<file path="src/rtl/picosoc_bus_fabric_pkg.sv">
// Shared definitions for the PicoRV32 native-bus slave fabric.
//   - Bus width constants (address, data, byte strobes).
//   - FSM state encoding used by the fabric controller.
//   - Default error read-data pattern.
//   - clog2_min1(): ceil(log2(v)) but never below 1, for index/counter widths.
package picosoc_bus_fabric_pkg;

  localparam int ADDR_W = 32;
  localparam int DATA_W = 32;
  localparam int STRB_W = 4;

  localparam logic [DATA_W-1:0] DEFAULT_ERR_RDATA = 32'hDEAD_BEEF;

  typedef enum logic [1:0] {
    BUS_IDLE   = 2'd0,
    BUS_ACTIVE = 2'd1,
    BUS_RESP   = 2'd2,
    BUS_ERR    = 2'd3
  } bus_state_e;

  // Width needed to hold an index/count, with a floor of one bit so that
  // degenerate configurations (one slave, watchdog disabled) still elaborate.
  function automatic int clog2_min1(input int value);
    return (value <= 2) ? 1 : $clog2(value);
  endfunction

endpackage

</file>
<file path="src/rtl/picosoc_bus_fabric_if.sv">
// Bundle of the PicoRV32 native memory bus as seen on both sides of the fabric.
//   mem_* : master (cpu) side  - valid/instr/addr/wdata/wstrb in, ready/rdata out
//   s_*   : slave side         - one-hot valid, broadcast instr/addr/wdata/wstrb,
//                                per-slave ready, packed per-slave rdata
// Modports:
//   slave  : the fabric (it is the slave of the cpu bus and drives the s_* side)
//   master : the environment (cpu plus the attached slave devices)
interface picosoc_bus_fabric_if #(
  parameter int NUM_SLAVES = 4
);
  import picosoc_bus_fabric_pkg::*;

  logic                         mem_valid;
  logic                         mem_instr;
  logic                         mem_ready;
  logic [ADDR_W-1:0]            mem_addr;
  logic [DATA_W-1:0]            mem_wdata;
  logic [STRB_W-1:0]            mem_wstrb;
  logic [DATA_W-1:0]            mem_rdata;

  logic [NUM_SLAVES-1:0]        s_valid;
  logic                         s_instr;
  logic [ADDR_W-1:0]            s_addr;
  logic [DATA_W-1:0]            s_wdata;
  logic [STRB_W-1:0]            s_wstrb;
  logic [NUM_SLAVES-1:0]        s_ready;
  logic [DATA_W*NUM_SLAVES-1:0] s_rdata;

  modport slave (
    input  mem_valid, mem_instr, mem_addr, mem_wdata, mem_wstrb,
    output mem_ready, mem_rdata,
    output s_valid, s_instr, s_addr, s_wdata, s_wstrb,
    input  s_ready, s_rdata
  );

  modport master (
    output mem_valid, mem_instr, mem_addr, mem_wdata, mem_wstrb,
    input  mem_ready, mem_rdata,
    input  s_valid, s_instr, s_addr, s_wdata, s_wstrb,
    output s_ready, s_rdata
  );

endinterface

</file>
<file path="src/rtl/picosoc_bus_decode.sv">
// Purely combinational table-driven address decoder.
// Slave i hits when (addr & mask_i) == (base_i & mask_i); on overlap the
// lowest index wins. Kept free of any fabric state so multi-master fabrics
// can instantiate one per master.
// Ports:
//   addr : address to decode
//   base : packed per-slave base addresses, slave i at [32*i +: 32]
//   mask : packed per-slave compare masks,  slave i at [32*i +: 32]
//   hit  : at least one slave matched
//   idx  : index of the winning slave (0 when hit is low)
module picosoc_bus_decode
  import picosoc_bus_fabric_pkg::*;
#(
  parameter  int NUM_SLAVES = 4,
  localparam int IDX_W      = clog2_min1(NUM_SLAVES)
) (
  input  logic [ADDR_W-1:0]            addr,
  input  logic [ADDR_W*NUM_SLAVES-1:0] base,
  input  logic [ADDR_W*NUM_SLAVES-1:0] mask,
  output logic                         hit,
  output logic [IDX_W-1:0]             idx
);

  logic [NUM_SLAVES-1:0] match;

  generate
    for (genvar gi = 0; gi < NUM_SLAVES; gi++) begin : g_match
      assign match[gi] = ((addr & mask[ADDR_W*gi +: ADDR_W]) ==
                          (base[ADDR_W*gi +: ADDR_W] & mask[ADDR_W*gi +: ADDR_W]));
    end
  endgenerate

  // Scan from the top down so the last (lowest) matching index is kept.
  always_comb begin
    hit = 1'b0;
    idx = '0;
    for (int i = NUM_SLAVES - 1; i >= 0; i--) begin
      if (match[i]) begin
        hit = 1'b1;
        idx = IDX_W'(i);
      end
    end
  end

endmodule

</file>
<file path="src/rtl/picosoc_bus_fabric.sv">
// Slave-side interconnect for the PicoRV32 native memory bus.
// A single outstanding request is decoded against an N-entry base/mask table,
// forwarded with a one-hot s_valid, and answered with a registered response.
// Unmapped accesses and slaves that stall longer than TIMEOUT_CYCLES are
// answered with ERR_RDATA and recorded in a sticky err_flag / err_addr.
// Optional build macro: PICOSOC_BUS_FABRIC_WPROT_EN adds the SLAVE_RO
// parameter; writes to a read-only slave are rejected before reaching it.
// Ports:
//   clk, reset : clock, synchronous active-high reset
//   bus        : native bus bundle (slave modport: mem_* from cpu, s_* to slaves)
//   err_clr    : clears err_flag (a simultaneous new error takes precedence)
//   err_flag   : sticky error indicator
//   err_addr   : address of the most recent error
module picosoc_bus_fabric
  import picosoc_bus_fabric_pkg::*;
#(
  parameter int                           NUM_SLAVES     = 4,
  parameter logic [ADDR_W*NUM_SLAVES-1:0] SLAVE_BASE     = {NUM_SLAVES{32'h0}},
  parameter logic [ADDR_W*NUM_SLAVES-1:0] SLAVE_MASK     = {NUM_SLAVES{32'hFFFF_FFFF}},
  parameter int                           TIMEOUT_CYCLES = 255,
  parameter logic [DATA_W-1:0]            ERR_RDATA      = DEFAULT_ERR_RDATA
`ifdef PICOSOC_BUS_FABRIC_WPROT_EN
  ,
  parameter logic [NUM_SLAVES-1:0]        SLAVE_RO       = '0
`endif
) (
  input  logic                clk,
  input  logic                reset,
  picosoc_bus_fabric_if.slave bus,
  input  logic                err_clr,
  output logic                err_flag,
  output logic [ADDR_W-1:0]   err_addr
);

  localparam int IDX_W = clog2_min1(NUM_SLAVES);
  localparam int CNT_W = clog2_min1(TIMEOUT_CYCLES + 1);

  localparam logic [1:0] IDLE   = BUS_IDLE;
  localparam logic [1:0] ACTIVE = BUS_ACTIVE;
  localparam logic [1:0] RESP   = BUS_RESP;
  localparam logic [1:0] ERR    = BUS_ERR;

  // ---------------------------------------------------------------------
  // State
  // ---------------------------------------------------------------------
  logic [1:0]            state_reg,     state_next;
  logic [IDX_W-1:0]      sel_reg,       sel_next;
  logic [NUM_SLAVES-1:0] s_valid_reg,   s_valid_next;
  logic                  s_instr_reg,   s_instr_next;
  logic [ADDR_W-1:0]     s_addr_reg,    s_addr_next;
  logic [DATA_W-1:0]     s_wdata_reg,   s_wdata_next;
  logic [STRB_W-1:0]     s_wstrb_reg,   s_wstrb_next;
  logic                  mem_ready_reg, mem_ready_next;
  logic [DATA_W-1:0]     mem_rdata_reg, mem_rdata_next;
  logic                  err_flag_reg,  err_flag_next;
  logic [ADDR_W-1:0]     err_addr_reg,  err_addr_next;
  logic [CNT_W-1:0]      tmo_cnt_reg,   tmo_cnt_next;

  // ---------------------------------------------------------------------
  // Decode of the live master address (only consulted in IDLE)
  // ---------------------------------------------------------------------
  logic                  dec_hit;
  logic [IDX_W-1:0]      dec_idx;
  logic [NUM_SLAVES-1:0] dec_onehot;
  logic                  wprot_block;

  picosoc_bus_decode #(
    .NUM_SLAVES (NUM_SLAVES)
  ) u_decode (
    .addr (bus.mem_addr),
    .base (SLAVE_BASE),
    .mask (SLAVE_MASK),
    .hit  (dec_hit),
    .idx  (dec_idx)
  );

  generate
    for (genvar gi = 0; gi < NUM_SLAVES; gi++) begin : g_onehot
      assign dec_onehot[gi] = dec_hit && (dec_idx == IDX_W'(gi));
    end
  endgenerate

`ifdef PICOSOC_BUS_FABRIC_WPROT_EN
  // A write aimed at a read-only slave is turned into an error response
  // without ever raising that slave's s_valid.
  assign wprot_block = (bus.mem_wstrb != '0) && (|(SLAVE_RO & dec_onehot));
`else
  assign wprot_block = 1'b0;
`endif

  // ---------------------------------------------------------------------
  // Selected slave's ready/rdata; other slaves' ready is ignored.
  // ---------------------------------------------------------------------
  logic              sel_ready;
  logic [DATA_W-1:0] sel_rdata;

  always_comb begin
    sel_ready = 1'b0;
    sel_rdata = '0;
    for (int i = 0; i < NUM_SLAVES; i++) begin
      if (sel_reg == IDX_W'(i)) begin
        sel_ready = bus.s_ready[i];
        sel_rdata = bus.s_rdata[DATA_W*i +: DATA_W];
      end
    end
  end

  // Watchdog fires when the count, including the current ACTIVE cycle,
  // reaches TIMEOUT_CYCLES; zero disables it.
  logic tmo_hit;
  assign tmo_hit = (TIMEOUT_CYCLES != 0) &&
                   ((32'(tmo_cnt_reg) + 32'd1) == 32'(TIMEOUT_CYCLES));

  // ---------------------------------------------------------------------
  // Next-state logic
  // ---------------------------------------------------------------------
  always_comb begin
    state_next     = state_reg;
    sel_next       = sel_reg;
    s_valid_next   = s_valid_reg;
    s_instr_next   = s_instr_reg;
    s_addr_next    = s_addr_reg;
    s_wdata_next   = s_wdata_reg;
    s_wstrb_next   = s_wstrb_reg;
    mem_ready_next = 1'b0;
    mem_rdata_next = mem_rdata_reg;
    err_addr_next  = err_addr_reg;
    tmo_cnt_next   = tmo_cnt_reg;
    // Clear first so that an error raised below in the same cycle wins.
    err_flag_next  = err_clr ? 1'b0 : err_flag_reg;

    case (state_reg)
      IDLE: begin
        if (bus.mem_valid) begin
          s_instr_next = bus.mem_instr;
          s_addr_next  = bus.mem_addr;
          s_wdata_next = bus.mem_wdata;
          s_wstrb_next = bus.mem_wstrb;
          if (dec_hit && !wprot_block) begin
            s_valid_next = dec_onehot;
            sel_next     = dec_idx;
            tmo_cnt_next = '0;
            state_next   = ACTIVE;
          end else begin
            state_next     = ERR;
            mem_ready_next = 1'b1;
            mem_rdata_next = ERR_RDATA;
            err_flag_next  = 1'b1;
            err_addr_next  = bus.mem_addr;
          end
        end
      end

      ACTIVE: begin
        tmo_cnt_next = tmo_cnt_reg + CNT_W'(1);
        if (sel_ready) begin
          mem_rdata_next = sel_rdata;
          mem_ready_next = 1'b1;
          s_valid_next   = '0;
          state_next     = RESP;
        end else if (tmo_hit) begin
          s_valid_next   = '0;
          state_next     = ERR;
          mem_ready_next = 1'b1;
          mem_rdata_next = ERR_RDATA;
          err_flag_next  = 1'b1;
          err_addr_next  = s_addr_reg;
        end
      end

      // mem_ready was registered on entry, so both states last one cycle.
      RESP:    state_next = IDLE;
      ERR:     state_next = IDLE;
      default: state_next = IDLE;
    endcase
  end

  // ---------------------------------------------------------------------
  // Registers
  // ---------------------------------------------------------------------
  always_ff @(posedge clk) begin
    if (reset) begin
      state_reg     <= IDLE;
      sel_reg       <= '0;
      s_valid_reg   <= '0;
      s_instr_reg   <= 1'b0;
      s_addr_reg    <= '0;
      s_wdata_reg   <= '0;
      s_wstrb_reg   <= '0;
      mem_ready_reg <= 1'b0;
      mem_rdata_reg <= '0;
      err_flag_reg  <= 1'b0;
      err_addr_reg  <= '0;
      tmo_cnt_reg   <= '0;
    end else begin
      state_reg     <= state_next;
      sel_reg       <= sel_next;
      s_valid_reg   <= s_valid_next;
      s_instr_reg   <= s_instr_next;
      s_addr_reg    <= s_addr_next;
      s_wdata_reg   <= s_wdata_next;
      s_wstrb_reg   <= s_wstrb_next;
      mem_ready_reg <= mem_ready_next;
      mem_rdata_reg <= mem_rdata_next;
      err_flag_reg  <= err_flag_next;
      err_addr_reg  <= err_addr_next;
      tmo_cnt_reg   <= tmo_cnt_next;
    end
  end

  // ---------------------------------------------------------------------
  // Outputs
  // ---------------------------------------------------------------------
  assign bus.mem_ready = mem_ready_reg;
  assign bus.mem_rdata = mem_rdata_reg;
  assign bus.s_valid   = s_valid_reg;
  assign bus.s_instr   = s_instr_reg;
  assign bus.s_addr    = s_addr_reg;
  assign bus.s_wdata   = s_wdata_reg;
  assign bus.s_wstrb   = s_wstrb_reg;
  assign err_flag      = err_flag_reg;
  assign err_addr      = err_addr_reg;

endmodule

</file>
<file path="src/flat_wrapper.sv">
// flat-port wrapper written by rule: the top's interface ports become plain ports
module picosoc_bus_fabric_flat import picosoc_bus_fabric_pkg::*;
#(
  parameter int                           NUM_SLAVES     = 4,
  parameter logic [ADDR_W*NUM_SLAVES-1:0] SLAVE_BASE     = {NUM_SLAVES{32'h0}},
  parameter logic [ADDR_W*NUM_SLAVES-1:0] SLAVE_MASK     = {NUM_SLAVES{32'hFFFF_FFFF}},
  parameter int                           TIMEOUT_CYCLES = 255,
  parameter logic [DATA_W-1:0]            ERR_RDATA      = DEFAULT_ERR_RDATA

)
  (clk, reset, err_clr, err_flag, err_addr, bus_mem_valid, bus_mem_instr, bus_mem_addr, bus_mem_wdata, bus_mem_wstrb, bus_mem_ready, bus_mem_rdata, bus_s_valid, bus_s_instr, bus_s_addr, bus_s_wdata, bus_s_wstrb, bus_s_ready, bus_s_rdata);
  picosoc_bus_fabric_if #(.NUM_SLAVES(NUM_SLAVES)) bus_i ();
  input  logic clk;
  input  logic reset;
  input  logic err_clr;
  output logic err_flag;
  output logic [ADDR_W-1:0] err_addr;
  input wire logic [$bits(bus_i.mem_valid)-1:0] bus_mem_valid;
  input wire logic [$bits(bus_i.mem_instr)-1:0] bus_mem_instr;
  input wire logic [$bits(bus_i.mem_addr)-1:0] bus_mem_addr;
  input wire logic [$bits(bus_i.mem_wdata)-1:0] bus_mem_wdata;
  input wire logic [$bits(bus_i.mem_wstrb)-1:0] bus_mem_wstrb;
  output wire logic [$bits(bus_i.mem_ready)-1:0] bus_mem_ready;
  output wire logic [$bits(bus_i.mem_rdata)-1:0] bus_mem_rdata;
  output wire logic [$bits(bus_i.s_valid)-1:0] bus_s_valid;
  output wire logic [$bits(bus_i.s_instr)-1:0] bus_s_instr;
  output wire logic [$bits(bus_i.s_addr)-1:0] bus_s_addr;
  output wire logic [$bits(bus_i.s_wdata)-1:0] bus_s_wdata;
  output wire logic [$bits(bus_i.s_wstrb)-1:0] bus_s_wstrb;
  input wire logic [$bits(bus_i.s_ready)-1:0] bus_s_ready;
  input wire logic [$bits(bus_i.s_rdata)-1:0] bus_s_rdata;
  assign bus_i.mem_valid = bus_mem_valid;
  assign bus_i.mem_instr = bus_mem_instr;
  assign bus_i.mem_addr = bus_mem_addr;
  assign bus_i.mem_wdata = bus_mem_wdata;
  assign bus_i.mem_wstrb = bus_mem_wstrb;
  assign bus_mem_ready = bus_i.mem_ready;
  assign bus_mem_rdata = bus_i.mem_rdata;
  assign bus_s_valid = bus_i.s_valid;
  assign bus_s_instr = bus_i.s_instr;
  assign bus_s_addr = bus_i.s_addr;
  assign bus_s_wdata = bus_i.s_wdata;
  assign bus_s_wstrb = bus_i.s_wstrb;
  assign bus_i.s_ready = bus_s_ready;
  assign bus_i.s_rdata = bus_s_rdata;
  picosoc_bus_fabric #(.NUM_SLAVES(NUM_SLAVES), .SLAVE_BASE(SLAVE_BASE), .SLAVE_MASK(SLAVE_MASK), .TIMEOUT_CYCLES(TIMEOUT_CYCLES), .ERR_RDATA(ERR_RDATA)) u_core (.clk(clk), .reset(reset), .bus(bus_i), .err_clr(err_clr), .err_flag(err_flag), .err_addr(err_addr));
endmodule
</file>
<file path="config.mk">
export PLATFORM = sky130hd
export DESIGN_NAME = picosoc_bus_fabric_flat
export DESIGN_NICKNAME = d
export VERILOG_FILES = /design/src/rtl/picosoc_bus_fabric_pkg.sv /design/src/rtl/picosoc_bus_fabric_if.sv /design/src/rtl/picosoc_bus_decode.sv /design/src/rtl/picosoc_bus_fabric.sv /design/src/flat_wrapper.sv
export SDC_FILE = /design/constraint.sdc
export NUM_CORES = 1
export LEC_CHECK = 0
export CAP_MARGIN = 20
export CORE_MARGIN = 3
export CORE_UTILIZATION = 34
export CTS_CLUSTER_SIZE = 24
export DETAILED_ROUTE_END_ITERATION = 8
export PLACE_DENSITY = 0.84
export SLEW_MARGIN = 20
export SYNTH_ARGS = -nofsm -noshare
export SYNTH_HDL_FRONTEND = slang
export SYNTH_SLANG_ARGS = --single-unit
</file>
<file path="constraint.sdc">
create_clock -name clk -period 2.3 [get_ports clk]
set_input_delay 0.23 -clock clk [delete_from_list [all_inputs] [get_ports clk]]
set_output_delay 0.23 -clock clk [all_outputs]
set_load 0.05 [all_outputs]
</file>
* Word level (Yosys, flattened, before mapping)
Index checks and enable logic that the tools add are counted.
** Word-level totals
- Register bits after elaboration :: 149
- Latch bits :: 0
- Memory bits (writable) :: 0
- Memory bits (read-only) :: 0
- Input port bits :: 205
- Output and inout port bits :: 139
- Logic and storage cells :: 68
- Memories kept :: 0
** Cells by class
- $add $sub $neg :: 2
- $mul :: 0
- Divide/modulo/power cells :: 0
- Order comparisons :: 0
- Equal/unequal tests :: 10
- Shift operators :: 0
- Mux-type cells :: 35
- Bitwise gates (word level) :: 0
- Reduce and logical (&&, ||, !) cells :: 10
** Operator list (count)
- 2-to-1 mux 32 bit :: 8
- case mux 32 bit (2 select lines) :: 2
- equality test 32 x 8 -> 1 bit (second input constant) :: 1
- logical NOT 32 bit :: 1
- 2-to-1 mux 4 bit :: 4
- 2-to-1 mux 8 bit :: 2
- case mux 8 bit (2 select lines) :: 1
- 2-to-1 mux 1 bit :: 10
- adder 8 x 1 -> 9 bit (second input constant) :: 1
- adder 8 x 1 -> 8 bit (second input constant) :: 1
- 2-to-1 mux 2 bit :: 4
- case mux 4 bit (2 select lines) :: 1
- AND reduction 4 bit :: 2
- inequality test 2 bit (second input constant) :: 3
- case mux 2 bit (3 select lines) :: 1
- AND reduction 5 bit :: 1
- equality test 2 bit (second input constant) :: 2
- inequality test 2 x 1 -> 1 bit (second input constant) :: 2
- case mux 1 bit (2 select lines) :: 2
- AND reduction 2 bit :: 2
- inequality test 3 x 1 -> 1 bit (second input constant) :: 1
- AND reduction 3 bit :: 1
- equality test 2 x 1 -> 1 bit (second input constant) :: 1
- logical NOT 2 bit :: 1
- other kinds (2) :: 2

* Logic depth before layout (Yosys ltp)
- Depth after elaboration :: 5
- Depth in mapped cells :: 10
- Depth with buffers taken out :: 7

* By module
From an unflattened synthesis, not the netlist that was laid out.
** Second synthesis, totals
- Cells, all modules :: 1029
- Area, all modules :: 8862.2 um^2
** By module, submodules not included
- picosoc_bus_fabric :: instances 1, cells an instance 811, area an instance 7079.3 um^2, sequential area each 3022.9 um^2
- picosoc_bus_decode :: instances 1, cells an instance 218, area an instance 1783.0 um^2, sequential area each 0.0 um^2

* Least setup slack after synthesis
No wires, ideal clock.
- Path type :: register to register
- From :: register u_core.tmo_cnt_reg[0]
- To :: register u_core.mem_rdata_reg[11] (netlist: u_core.bus.mem_rdata[11])
- Setup time :: 0.081 ns
- Data arrival time :: 2.234 ns
- Data required time :: 2.219 ns
- Path slack :: -0.015 ns
- Cell stages (with the launch flop) :: 10
- Buffers on the path :: 3
- Clock period less this slack :: 2.315 ns
- Cell sequence :: dfxtp_1 ha_1 nand3_1 or3_4 a211o_1 buf_6 a22o_1 buf_6 buf_6 a211oi_2
** Between the ends
- Word-level cells in the longest chain between the ends :: 4
** RTL lines
- start, declared :: line picosoc_bus_fabric.sv:57 : logic [CNT_W-1:0] tmo_cnt_reg, tmo_cnt_next;
- start signal, assigned :: line picosoc_bus_fabric.sv:207 : tmo_cnt_reg <= tmo_cnt_next;
- adder 8 x 1 -> 9 bit :: line picosoc_bus_fabric.sv:112 : ((32'(tmo_cnt_reg) + 32'd1) == 32'(TIMEOUT_CYCLES));
- equality test 32 x 8 -> 1 bit :: line picosoc_bus_fabric.sv:112
- inequality test 3 x 1 -> 1 bit (no source line)
- AND reduction 4 bit (no source line)
- end signal, assigned :: line picosoc_bus_fabric.sv:204 : mem_rdata_reg <= mem_rdata_next;
- end, declared :: line picosoc_bus_fabric.sv:54 : logic [DATA_W-1:0] mem_rdata_reg, mem_rdata_next;
No other way between the ends.
A chain may end at the register's enable or synchronous reset.

* Final worst setup path
- From :: register u_core.tmo_cnt_reg[0]
- To :: register u_core.err_addr_reg[17] (netlist: u_core.err_addr[17])
** Between the ends
- Word-level cells in the longest chain between the ends :: 4
** RTL lines
- adder 8 x 1 -> 9 bit :: line picosoc_bus_fabric.sv:112
- equality test 32 x 8 -> 1 bit :: line picosoc_bus_fabric.sv:112
- inequality test 2 x 1 -> 1 bit (no source line)
- AND reduction 5 bit (no source line)
- end signal, assigned :: line picosoc_bus_fabric.sv:206 : err_addr_reg <= err_addr_next;
- end, declared :: line picosoc_bus_fabric.sv:56 : logic [ADDR_W-1:0] err_addr_reg, err_addr_next;
No other way between the ends.

==> reports/qor.yml <==
cts:
  htreeDepth: 4
  cts_tree: "built"
  clock-sinks: 146
  root_buffer: "clkbuf_16"
  cts_buffers: 17
  cts.path.max_buffers: 2
  clkTransAtPathRegs_ns: 0.06
  insertion_delay_ns: 0.41
logic_synthesis:
  netlist_instances: 738
  postSynthAreaPerCell_sq_um: 8.031
  yosys.area.top_type: "dfxtp_1"
  synth_compound_area_frac: 0.1923
  synth.area.mux_share: 0
  ys_seq_area_frac: 0.4931
  synthXorXnorAreaFrac: 0.002955
  ys_warn_count: 0
  synth-adder-area-share: 0.004222
  yosys_register_bits: 146
  synth_area_leaders: "dfxtp_1 49%, nand2_1 13%, a21oi_1 6.7%, a311oi_1 5.3%, a211oi_2 3.8%"
  yosys.area_share.simple: 0.2415
  synth_top_family_by_area: "simple AND/OR/NAND/NOR gates"
  netlist_area_sq_um: 5927
  synth.top_cell.area_share: 0.4931
  yosysUniqueCellTypes: 36
detailed_routing:
  vias: 6213
  wl_per_cell_um: 15.95
  drc_errors: 0
  vias_per_cell: 5.080
  firstDrtPassIters: 4
  drt_iter0_drc: 314
  ant_nets: 0
  wirelength_mm: 19.50
global_routing:
  grt_use_met2: 0.3106
  grt_overflow: 0
  antenna_found_initial: 0
  grt_max_degree: 71
  grt_use_met1: 0.2441
  globalRoute.busiestLayer: "met2"
  grtUsageTotal: 0.1974
  grt_pass1_vias: 6019
  grt_pass1_wl_mm: 31.19
  grt_use_met3: 0.08011
timing:
  drv_slew: 0
  max_freq_ghz: 0.4476
  final.period_utilization: 0.9713
  tightest_slew_ns: 0.7778
  rsz0062_at_grt: "yes"
  maxSlewHeadroom: 0.4814
  report.final.setup_viol: 0
  clock_skew_ns: 0.008287
  hold_viol: 0
  fin_crit_ns: 2.234
critical_path:
  worstPathCellList: "ha_2, nand3_1, or3_4, a2111oi_4, buf_4, buf_4, nor3_1, a311oi_1"
  crit_fanout: 10
  crit_type: "reg -> reg"
  crit_family: "compound AO/OA/AOI/OAI gates"
  worstSetupStartpointType: "flip-flop"
  path_buf_inv: 2
  required_ns: 2.61
  cp-end-kind: "flip-flop"
  crit_arrival_ns: 2.55
  max_stage_delay_ns: 0.41
  worst_path_most_repeated_cell: "buf_4"
  slowest_stage: "or3_4"
final_layout:
  finish.utilization: 0.5621
  multi_input_area_sq_um: 2680
  final_area_sq_um: 9454
  layout_commonest_cell: "clkdlybuf4s50_1"
  layout-drive-gt1-share: 0.1157
  stdcell_count: 1223
  nets: 1197
  nFillCells: 1487
  final_cell_mix: "240 x clkdlybuf4s50_1, 210 x nand2_1, 145 x dfxtp_1"
  antennaDiodeCount: 0
  seqCellArea_sq_um: 2924
  areaGrowthSynthToFinish_pct: 59.51
floorplanning:
  placementRows: 47
  die_h_um: 138.0
  start_util: 0.3524
  pin_count: 344
  die-area_sq_um: 19050
  die_w_um: 138.0
  coreArea_sq_um: 16820
placed_design:
  port_buffers: 241
  gp_congestion: 0.8058
  hpwl_mm: 13.27
  place_area_sq_um: 8798
  dp.cells: 1190
run_status:
  status: "finished clean"
power_and_ir_drop:
  p_leak_nw: 3.486
  peakVddDrop_mv: 0.4921
  power.density_nw_per_um2: 832.6
worst_hold_path:
  hold_class: "in -> reg"
job:
  maxCapViolations: 0
[worst register-to-register path: cells and delay by family (launching register included)]
| family | cells | cell delay, ns |
|---|---|---|
| adders and majority gates | 1 | 0.22 |
| buffers and inverters | 2 | 0.37 |
| and+or+nand+nor | 3 | 0.57 |
| DFF | 1 | 0.36 |
| AOI/OAI and AO/OA | 2 | 0.61 |
[cell type report]
type                       count  area share
multi-input combinational    504      0.2835
sequential                   146      0.3093
inverter                      26     0.01032
tap                          220     0.02912
clock buffer                  24     0.05201
clock inverter                 8     0.01323
timing repair buffer         295      0.3025
[final timing paths]
check	start	to	slack, ns	cells after the start
min	reset	u_core.tmo_cnt_reg[1]$_SDFFE_PP0P_	0.33	2
max	u_core.tmo_cnt_reg[0]$_SDFFE_PP0P_	u_core.err_addr[17]$_SDFFE_PP0P_	0.07	8
max reg2reg	u_core.tmo_cnt_reg[0]$_SDFFE_PP0P_	u_core.err_addr[17]$_SDFFE_PP0P_	0.07	8
min reg2reg	u_core.bus.mem_rdata[31]$_SDFFE_PP0P_	u_core.bus.mem_rdata[31]$_SDFFE_PP0P_	0.45	2
[stage by stage]
| step | power, W | hold WS (ns) | setup TNS (ns) | worst slack, ns |
|---|---|---|---|---|
| 4_1_cts | 0.007946 | 0.3016 | 0 | 0.02706 |
| 2_1_floorplan | 0.004211 | 0.3660 | 0 | 0.01193 |
| 6_report | 0.007872 | 0.3310 | 0 | 0.06602 |
| 5_1_grt | 0.008202 | 0.3403 | -0.1311 | -0.03277 |
| 3_3_place_gp | 0.005015 | 0.4404 | -22.19 | -0.3821 |
| 3_5_place_dp | 0.005049 | 0.4423 | -21.90 | -0.4048 |
[synthesized netlist by cell type (all sizes together)]
library cell	count
o21ai	3
nand2	210
a21oi	79
dfxtp	146
a211o	1
clkbuf	51
a211oi	24
a2111oi	1
nor4	8
or3	2
a311oi	36
and4	2
inv	26
nor2b	9
o31a	1
o211ai	8
nor2	38
a31oi	1
xor2	1
a41oi	1
ha	2
nand2b	3
conb	1
a22o	1
o31ai	1
a21o	1
nand4	2
buf	13
nand3	27
nor3	36
xnor2	1
or2	2
[power breakdown]
part           total (W)  internal, W  leakage (nW)  switching [W]
combinational    0.00212     0.000766          1.98        0.00135
clock            0.00287      0.00182         0.300        0.00105
sequential       0.00288      0.00275          1.20       0.000131
total            0.00787      0.00534          3.49        0.00253
[logic make-up (layout without fill, tap and decap cells)]
kind of cell               after synthesis  count (layout)
buffers and inverters                   90             353
xor gates and xnor gates                 2               2
other                                    1               3
and+or+nand+nor                        339             339
DFF                                    146             146
adders and majority gates                2               2
AOI/OAI and AO/OA                      158             158
[timing repair]
action / in CTS / in global routing
resized for setup: 2 / 6
pin swaps: 1 / 5
buffers inserted: 0 / 1
hold buffers: 0 / 0
endpoints found under the setup margin: 32 / 58
[metal layers]
metal / wire length [um] / share of wire / vias to the layer above
met5: 0 / 0 / -
met2: 9114 / 0.47 / 270
met1: 8003 / 0.41 / 2906
met3: 2004 / 0.10 / 24
met4: 379 / 0.019 / 0
li1: - / - / 3013
Power figures use the tool's default switching activity.
